==> src/rtl/afpm_result_serializer.sv <==
// Transmit-side serializer: buffers 16-bit results in a small FIFO and streams
// each one onto the 8-bit output lane as two beats, low byte first.
module afpm_result_serializer #(
  parameter int DEPTH = 2
) (
  input  logic                       clk,
  input  logic                       rst,
  input  logic                       in_valid,
  output logic                       in_ready,
  input  logic [15:0]                in_data,
  output logic [7:0]                 out_byte,
  output logic                       out_valid,
  output logic                       out_last,
  input  logic                       out_ready,
  output logic [$clog2(DEPTH+1)-1:0] level,
  output logic [7:0]                 tx_count
);

  localparam int PTR_W = (DEPTH > 1) ? $clog2(DEPTH) : 1;
  localparam int LVL_W = $clog2(DEPTH + 1);
  localparam logic [LVL_W-1:0] DEPTH_L = LVL_W'(DEPTH);

  typedef enum logic [1:0] {
    S_IDLE,
    S_LO,
    S_HI
  } state_t;

  state_t             state_q, state_d;
  logic [15:0]        mem_q [DEPTH];
  logic [PTR_W-1:0]   wr_ptr_q, rd_ptr_q;
  logic [LVL_W-1:0]   level_q, level_d;
  logic [15:0]        word_q, word_d;
  logic [7:0]         tx_q, tx_d;
  logic [7:0]         out_byte_q, out_byte_d;
  logic               out_valid_q, out_valid_d;
  logic               out_last_q, out_last_d;
  logic               push, pop;

  // No push-through: a full FIFO refuses input even when a pop is under way.
  assign in_ready = (level_q < DEPTH_L);
  assign push     = in_valid && in_ready;

  always_comb begin
    state_d = state_q;
    word_d  = word_q;
    tx_d    = tx_q;
    pop     = 1'b0;
    case (state_q)
      S_IDLE: begin
        if (level_q != '0) begin
          pop     = 1'b1;
          word_d  = mem_q[rd_ptr_q];
          state_d = S_LO;
        end
      end
      S_LO: begin
        if (out_ready) state_d = S_HI;
      end
      S_HI: begin
        if (out_ready) begin
          tx_d = tx_q + 8'd1;
          // Reload straight from the FIFO so back-to-back words have no bubble.
          if (level_q != '0) begin
            pop     = 1'b1;
            word_d  = mem_q[rd_ptr_q];
            state_d = S_LO;
          end else begin
            state_d = S_IDLE;
          end
        end
      end
      default: state_d = S_IDLE;
    endcase

    level_d = level_q;
    case ({push, pop})
      2'b10:   level_d = level_q + LVL_W'(1);
      2'b01:   level_d = level_q - LVL_W'(1);
      default: level_d = level_q;
    endcase

    // Output registers are loaded from the next state so every output is a flop.
    out_valid_d = (state_d != S_IDLE);
    out_last_d  = (state_d == S_HI);
    out_byte_d  = 8'h00;
    if (state_d == S_LO)      out_byte_d = word_d[7:0];
    else if (state_d == S_HI) out_byte_d = word_d[15:8];
  end

  always_ff @(posedge clk) begin
    if (rst) begin
      state_q     <= S_IDLE;
      wr_ptr_q    <= '0;
      rd_ptr_q    <= '0;
      level_q     <= '0;
      tx_q        <= 8'h00;
      out_byte_q  <= 8'h00;
      out_valid_q <= 1'b0;
      out_last_q  <= 1'b0;
    end else begin
      state_q     <= state_d;
      level_q     <= level_d;
      tx_q        <= tx_d;
      out_byte_q  <= out_byte_d;
      out_valid_q <= out_valid_d;
      out_last_q  <= out_last_d;
      if (push) wr_ptr_q <= wr_ptr_q + PTR_W'(1);
      if (pop)  rd_ptr_q <= rd_ptr_q + PTR_W'(1);
    end
  end

  // Storage is not reset; the cleared pointers and level make stale words unreachable.
  always_ff @(posedge clk) begin
    if (push) mem_q[wr_ptr_q] <= in_data;
    word_q <= word_d;
  end

  assign out_byte  = out_byte_q;
  assign out_valid = out_valid_q;
  assign out_last  = out_last_q;
  assign level     = level_q;
  assign tx_count  = tx_q;

endmodule

==> config.mk <==
export PLATFORM = sky130hd
export DESIGN_NAME = afpm_result_serializer
export DESIGN_NICKNAME = d
export VERILOG_FILES = /design/src/rtl/afpm_result_serializer.sv
export SDC_FILE = /design/constraint.sdc
export NUM_CORES = 1
export LEC_CHECK = 0
export ABC_AREA = 0
export CORE_ASPECT_RATIO = 1.5
export CORE_UTILIZATION = 45
export CTS_CLUSTER_SIZE = 12
export DETAILED_ROUTE_END_ITERATION = 6
export HOLD_SLACK_MARGIN = 0.15
export PLACE_DENSITY_LB_ADDON = 0.2
export SETUP_SLACK_MARGIN = 0.3
export SYNTH_ARGS = -nofsm -noshare
export SYNTH_HDL_FRONTEND = slang
export SYNTH_SLANG_ARGS = --single-unit
export TNS_END_PERCENT = 30
==> constraint.sdc <==
create_clock -name clk -period 3.2 [get_ports clk]
set_input_delay 0.64 -clock clk [delete_from_list [all_inputs] [get_ports clk]]
set_output_delay 0.64 -clock clk [all_outputs]
set_load 0.01 [all_outputs]
# Word-level counts from Yosys, hierarchy flattened
# Memory sizes are Yosys's and may differ from the RTL's. A register that Yosys moved wholly into a read port is not among the register bits.
# Cells that the tools add are included.
[op_classes] n_addsub=5 order_cmp=1 eq_ne=6 n_mux=18 n_reduce_logical=6
[op_table] cell="$mux W16" n=2
[op_table] cell="$pmux W16 S2" n=1
[op_table] cell="$mux W8" n=2
[op_table] cell="$add A8 B1 Y8 const B" n=1
[op_table] cell="$mux W1" n=7
[op_table] cell="$eq A2 B1 Y1 const B" n=3
[op_table] cell="$eq A2 B2 Y1 const B" n=3
[op_table] cell="$mux W2" n=3
[op_table] cell="$pmux W2 S3" n=1
[op_table] cell="$reduce_bool A2 Y1" n=3
[op_table] cell="$pmux W2 S2" n=1
[op_table] cell="$add A1 B1 Y1 const B" n=2
[op_table] cell="$add A2 B1 Y2 const B" n=1
[op_table] cell="$logic_not A2 Y1" n=1
[op_table] cell="$lt A2 B2 Y1 const B" n=1
[op_table] cell="$pmux W1 S2" n=1
[op_table] cell="$reduce_and A2 Y1" n=1
[op_table] cell="$sub A2 B1 Y2 const B" n=1
[op_table] cell="$logic_and A1 B1 Y1" n=1
[word_totals] regBits=40 ram_bits=32 input_bits=20 word_cells=46 n_memories=1
[mem_list] memory="mem_q" depth=2 width=16 rd=1 rd_clocked_by_memory_dff=1 wr=1 line_no="30" rtl="logic [15:0] mem_q [DEPTH];"

# Longest topological paths before layout
[depth] depth_word=7 mapped_depth=7 ltp_nobuf=6

# Worst setup path before layout
# No wires, ideal clock.
[synth_path] kind="input-to-reg" from="in out_ready" to="reg level_q[1], in the netlist level[1]" setup_ns=0.070 arrival_time_ns=1.947 required_time_ns=3.130 slack_ns=1.183 path_stages=6 path_buffers=1 cell_sequence="nor2b_4 > nor3_4 > buf_6 > ha_1 > or3_1 > a21oi_1"
[synth_between] elab_chain_len=4 word_cells_on_any_way=6 cone_classes="eq/ne (2); mux (3); reduce/logical (1)"
[synth_rtl] item="start: declaration" line_no="14" rtl="input logic out_ready,"
[synth_rtl] item="$mux W1 *" line_no="61" rtl="if (out_ready) begin"
[synth_rtl] item="$pmux W1 S2 *" line_no="49" rtl="case (state_q)"
[synth_rtl] item="named net pop" line_no="38" rtl="logic push, pop;"
[synth_rtl] item="$eq A2 B1 Y1 or $eq A2 B2 Y1 (tied branches)" line_no="77" rtl="case ({push, pop})"
[synth_rtl] item="$pmux W2 S2 or $reduce_bool A2 Y1 (tied branches)"
[synth_rtl] item="end signal: assignment" line_no="103" rtl="level_q <= level_d;"
[synth_rtl] item="end: declaration" line_no="32" rtl="logic [LVL_W-1:0] level_q, level_d;"
# Mark *: on every way through the listed nets, which the timed path passes. The rest lies on a longest branch.
# A chain may end at the register's enable or synchronous reset.

# Worst setup path after layout
[layout_path] from="in out_ready" to="reg out_byte_q[1], in the netlist out_byte[1]"
[layout_between] elab_chain_len=5 word_cells_on_any_way=9 cone_classes="eq/ne (2); mux (7)"
[layout_rtl] item="$mux W2 (on tied branches)" line_no="61, 58"
[layout_rtl] item="$pmux W2 S3" line_no="49"
[layout_rtl] item="$eq A2 B2 Y1" line_no="88" rtl="else if (state_d == S_HI) out_byte_d = word_d[15:8];"
[layout_rtl] item="$mux W8" line_no="88"
[layout_rtl] item="$mux W8 *" line_no="87" rtl="if (state_d == S_LO) out_byte_d = word_d[7:0];"
[layout_rtl] item="end signal: assignment" line_no="105" rtl="out_byte_q <= out_byte_d;"
[layout_rtl] item="end: declaration" line_no="35" rtl="logic [7:0] out_byte_q, out_byte_d;"
# Every way passes the cells marked *; elsewhere a longest branch is shown, timed or not.

==> impl_metrics.env <==
export IMPL_status="complete, no violations"
export IMPL_grt_pass1_vias=1627
export IMPL_clock_sinks=73
export IMPL_ir_drop_mv=0.386
export IMPL_cts_buffer_depth=2
export IMPL_rsz0062_at_grt="no"
export IMPL_p_int_uw=2010
export IMPL_place_area_mm2=0.00325
export IMPL_drt_iter0_drc=57
export IMPL_fin_worst_hold_slack_ns=0.492
export IMPL_drive_gt1_share_pct=17.8
export IMPL_max_cap_violations=0
export IMPL_crit_path_end_kind="flop"
export IMPL_root_buffer="clkbuf_8"
export IMPL_antenna_cells=0
export IMPL_routedWlPerCell_um=13.2
export IMPL_synth_net_count=232
export IMPL_cts_tree="built"
export IMPL_seq_area_mm2=0.00178
export IMPL_viasPerCell=4.71
export IMPL_grt_start_max_net_pins=27
export IMPL_routed_wl_mm=4.42
export IMPL_dieArea_mm2=0.00649
export IMPL_fin_skew_ns=0.00640
export IMPL_p_seq_share_pct=47.6
export IMPL_p_comb_share_pct=30.6
export IMPL_die_h_um=98.1
export IMPL_grt_overflow_total=0
export IMPL_grt_pass1_wl_mm=7.37
export IMPL_ys_seq_area_share_pct=64.3
export IMPL_multiInputGateArea_um2=868
export IMPL_fp_dieW_um=66.1
export IMPL_ioPinCount=41
export IMPL_design_area_mm2=0.00343
export IMPL_cts_made_buffers=9
export IMPL_nets=281
export IMPL_dp_hpwl_mm=2.93
export IMPL_core_mm2=0.00587
export IMPL_ys_seq_elements=73
export IMPL_critical_path_class="in2reg"
export IMPL_vias=1582
export IMPL_critical_path_arrival_ns=2.32
export IMPL_yosys_warnings=0
export IMPL_post_cts_setup_buffers=0
export IMPL_rows=34
export IMPL_fin_crit_ns=2.08
export IMPL_cp_required_ns=3.44
export IMPL_finalMaxSlewViolations=0
export IMPL_grt_total_usage_pct=15.5
export IMPL_netSwitchingFraction_pct=29.6
export IMPL_drc_errors=0
export IMPL_port_buffers=40
export IMPL_slowest_stage="clkdlybuf4s50_1"
export IMPL_powerDensity_mw_per_mm2=835
export IMPL_syn_to_final_growth_pct=23.6
export IMPL_setup_tns_ns=0
export IMPL_finalHoldViolations=0
export IMPL_dr_pass1_iters=4
export IMPL_p_clk_share_pct=21.9
export IMPL_postRouteAntennaNets=0
export IMPL_fmax_mhz=481
export IMPL_min_period_over_period_pct=65.0
export IMPL_worstPathCellList="clkdlybuf4s50_1, nor2b_4, nor3_4, buf_4, mux2_2, o32ai_2"
export IMPL_syn_avg_cell_area_um2=13.2
export IMPL_hp_class="reg2reg"
export IMPL_layoutNonFillerInstCount=336
export IMPL_fillCellCount=493
export IMPL_worst_slew_pin_slew_ns=1.04
export IMPL_syn_inst=210
export IMPL_syn_cell_area_mm2=0.00277
export IMPL_p_sw_uw=848
export IMPL_slew_headroom_pct=30.9
export IMPL_routabilityCongestion=0.730
export IMPL_hold_buffers=0
export IMPL_htreeDepth=3
export IMPL_start_kind="primary input"
export IMPL_slowest_delay_ns=0.58
export IMPL_clock_latency_ns=0.33
export IMPL_antenna_found_initial=0
export IMPL_crit_fanout=26
export IMPL_leakagePower_uw=0.00130
export IMPL_start_util_pct=47.2
export IMPL_dp_cells=320
export IMPL_cts_reportedPaths_clkPinSlew_ns=0.07
export IMPL_yosysUniqueCellTypes=32
export IMPL_ctsResizeCount=0
export IMPL_finalSetupViolCount=0
-- critical path, delay by kind of cell --
family                 cells  cell delay, ns
multiplexers               1            0.40
buffers and inverters      2            0.93
AND/OR/NAND/NOR            2            0.24
AO/OA/AOI/OAI              1            0.10
-- cells in the mapped netlist --
cell type,instances,area share (%)
nor2b_4,1,0.50
nor3b_1,1,0.27
buf_6,1,0.41
nand2_1,6,0.81
nor2b_1,1,0.23
nor2_2,8,1.8
nand3_1,1,0.18
or2_2,1,0.23
nor2_1,23,3.1
nor4_1,1,0.23
ha_1,2,0.90
and3_1,1,0.23
dfxtp_1,41,30
clkbuf_1,1,0.14
nor3_4,1,0.59
and2_1,8,1.8
o21ai_0,1,0.18
xor2_1,3,0.95
nor3_1,4,0.72
mux2_2,7,2.8
mux2i_1,18,6.5
buf_2,2,0.36
nand3b_2,1,0.41
o32ai_2,8,4.7
buf_4,2,0.54
inv_1,22,3.0
edfxtp_1,32,35
or3_1,1,0.23
a21oi_1,1,0.18
mux2_4,1,0.54
xnor2_1,8,2.5
o21bai_4,1,0.68
-- kinds of logic after synthesis --
group,synth area share (%)
AOI/OAI and AO/OA,5.73
xor gates and xnor gates,3.48
adders and majority gates,0.902
buffers and inverters,4.42
DFF,64.3
muxes,9.88
and+or+nand+nor,11.3
-- final timing paths --
check              from     endpoint  slack (ns)  cells after the start
max           out_ready  out_byte[1]        1.12                      6
min          word_q[13]   word_q[13]        0.49                      2
max reg2reg        flop  out_byte[3]        1.47                      3
min reg2reg  word_q[13]   word_q[13]        0.49                      2
-- sequential cells by signal (all words and copies together), names as in the netlist, 2 cells and up, named ones only --
name	count
level	2
mem_q	32
out_byte	8
state_q	2
tx_count	8
word_q	16
-- routing by layer --
metal	vias up	track usage [%]	part of all wire, %
li1	809	-	-
met1	739	18.2	43
met2	30	25.4	52
met3	4	3.50	3.7
met4	0	8.84	1.1
met5	-	0	0
-- placed cells by master, fill, tap and decap left out, drive strengths merged --
| master | Yosys | final |
|---|---|---|
| clkdlybuf4s50 | 0 | 40 |
| xnor2 | 8 | 8 |
| o21ai | 1 | 1 |
| nor2b | 2 | 2 |
| or3 | 1 | 1 |
| o21bai | 1 | 1 |
| mux2 | 8 | 8 |
| edfxtp | 32 | 32 |
| nor4 | 1 | 1 |
| inv | 22 | 22 |
| nor3b | 1 | 1 |
| ha | 2 | 2 |
| a21oi | 1 | 1 |
| xor2 | 3 | 3 |
| nand3b | 1 | 1 |
| or2 | 1 | 1 |
| o32ai | 8 | 8 |
| mux2i | 18 | 18 |
| dfxtp | 41 | 41 |
| nand2 | 6 | 6 |
| nand3 | 1 | 1 |
| and3 | 1 | 1 |
| and2 | 8 | 8 |
| clkinv | 0 | 3 |
| clkbuf | 1 | 13 |
| nor2 | 31 | 31 |
| nor3 | 5 | 5 |
| buf | 5 | 4 |
-- cell type report --
class                   instances  share of cell area [%]
flip-flops and latches         73                    52.0
multi-input cells             109                    25.3
repair buffers                 44                    12.6
clock buffers                  13                    4.64
well taps                      72                    2.63
inverters                      22                    2.41
clock inverters                 3                   0.438
-- power groups by stage --
stage	registers, uW	logic (uW)	clock network, uW
final	1360	875	627
after detailed placement	1390	887	0
after CTS	1370	891	649
after floorplan	1370	627	0
after global placement	1380	863	0
after global routing	1390	969	685
-- metrics by stage --
stage / power, uW / setup WS, ns / util (%)
after global routing: 3050 / 1.04 / 58.4
after CTS: 2910 / 1.13 / 58.4
final: 2860 / 1.12 / 58.4
after global placement: 2240 / 0.826 / 55.4
after floorplan: 1990 / 1.18 / -
after detailed placement: 2270 / 0.771 / 55.4
Power figures use the tool's default switching activity.
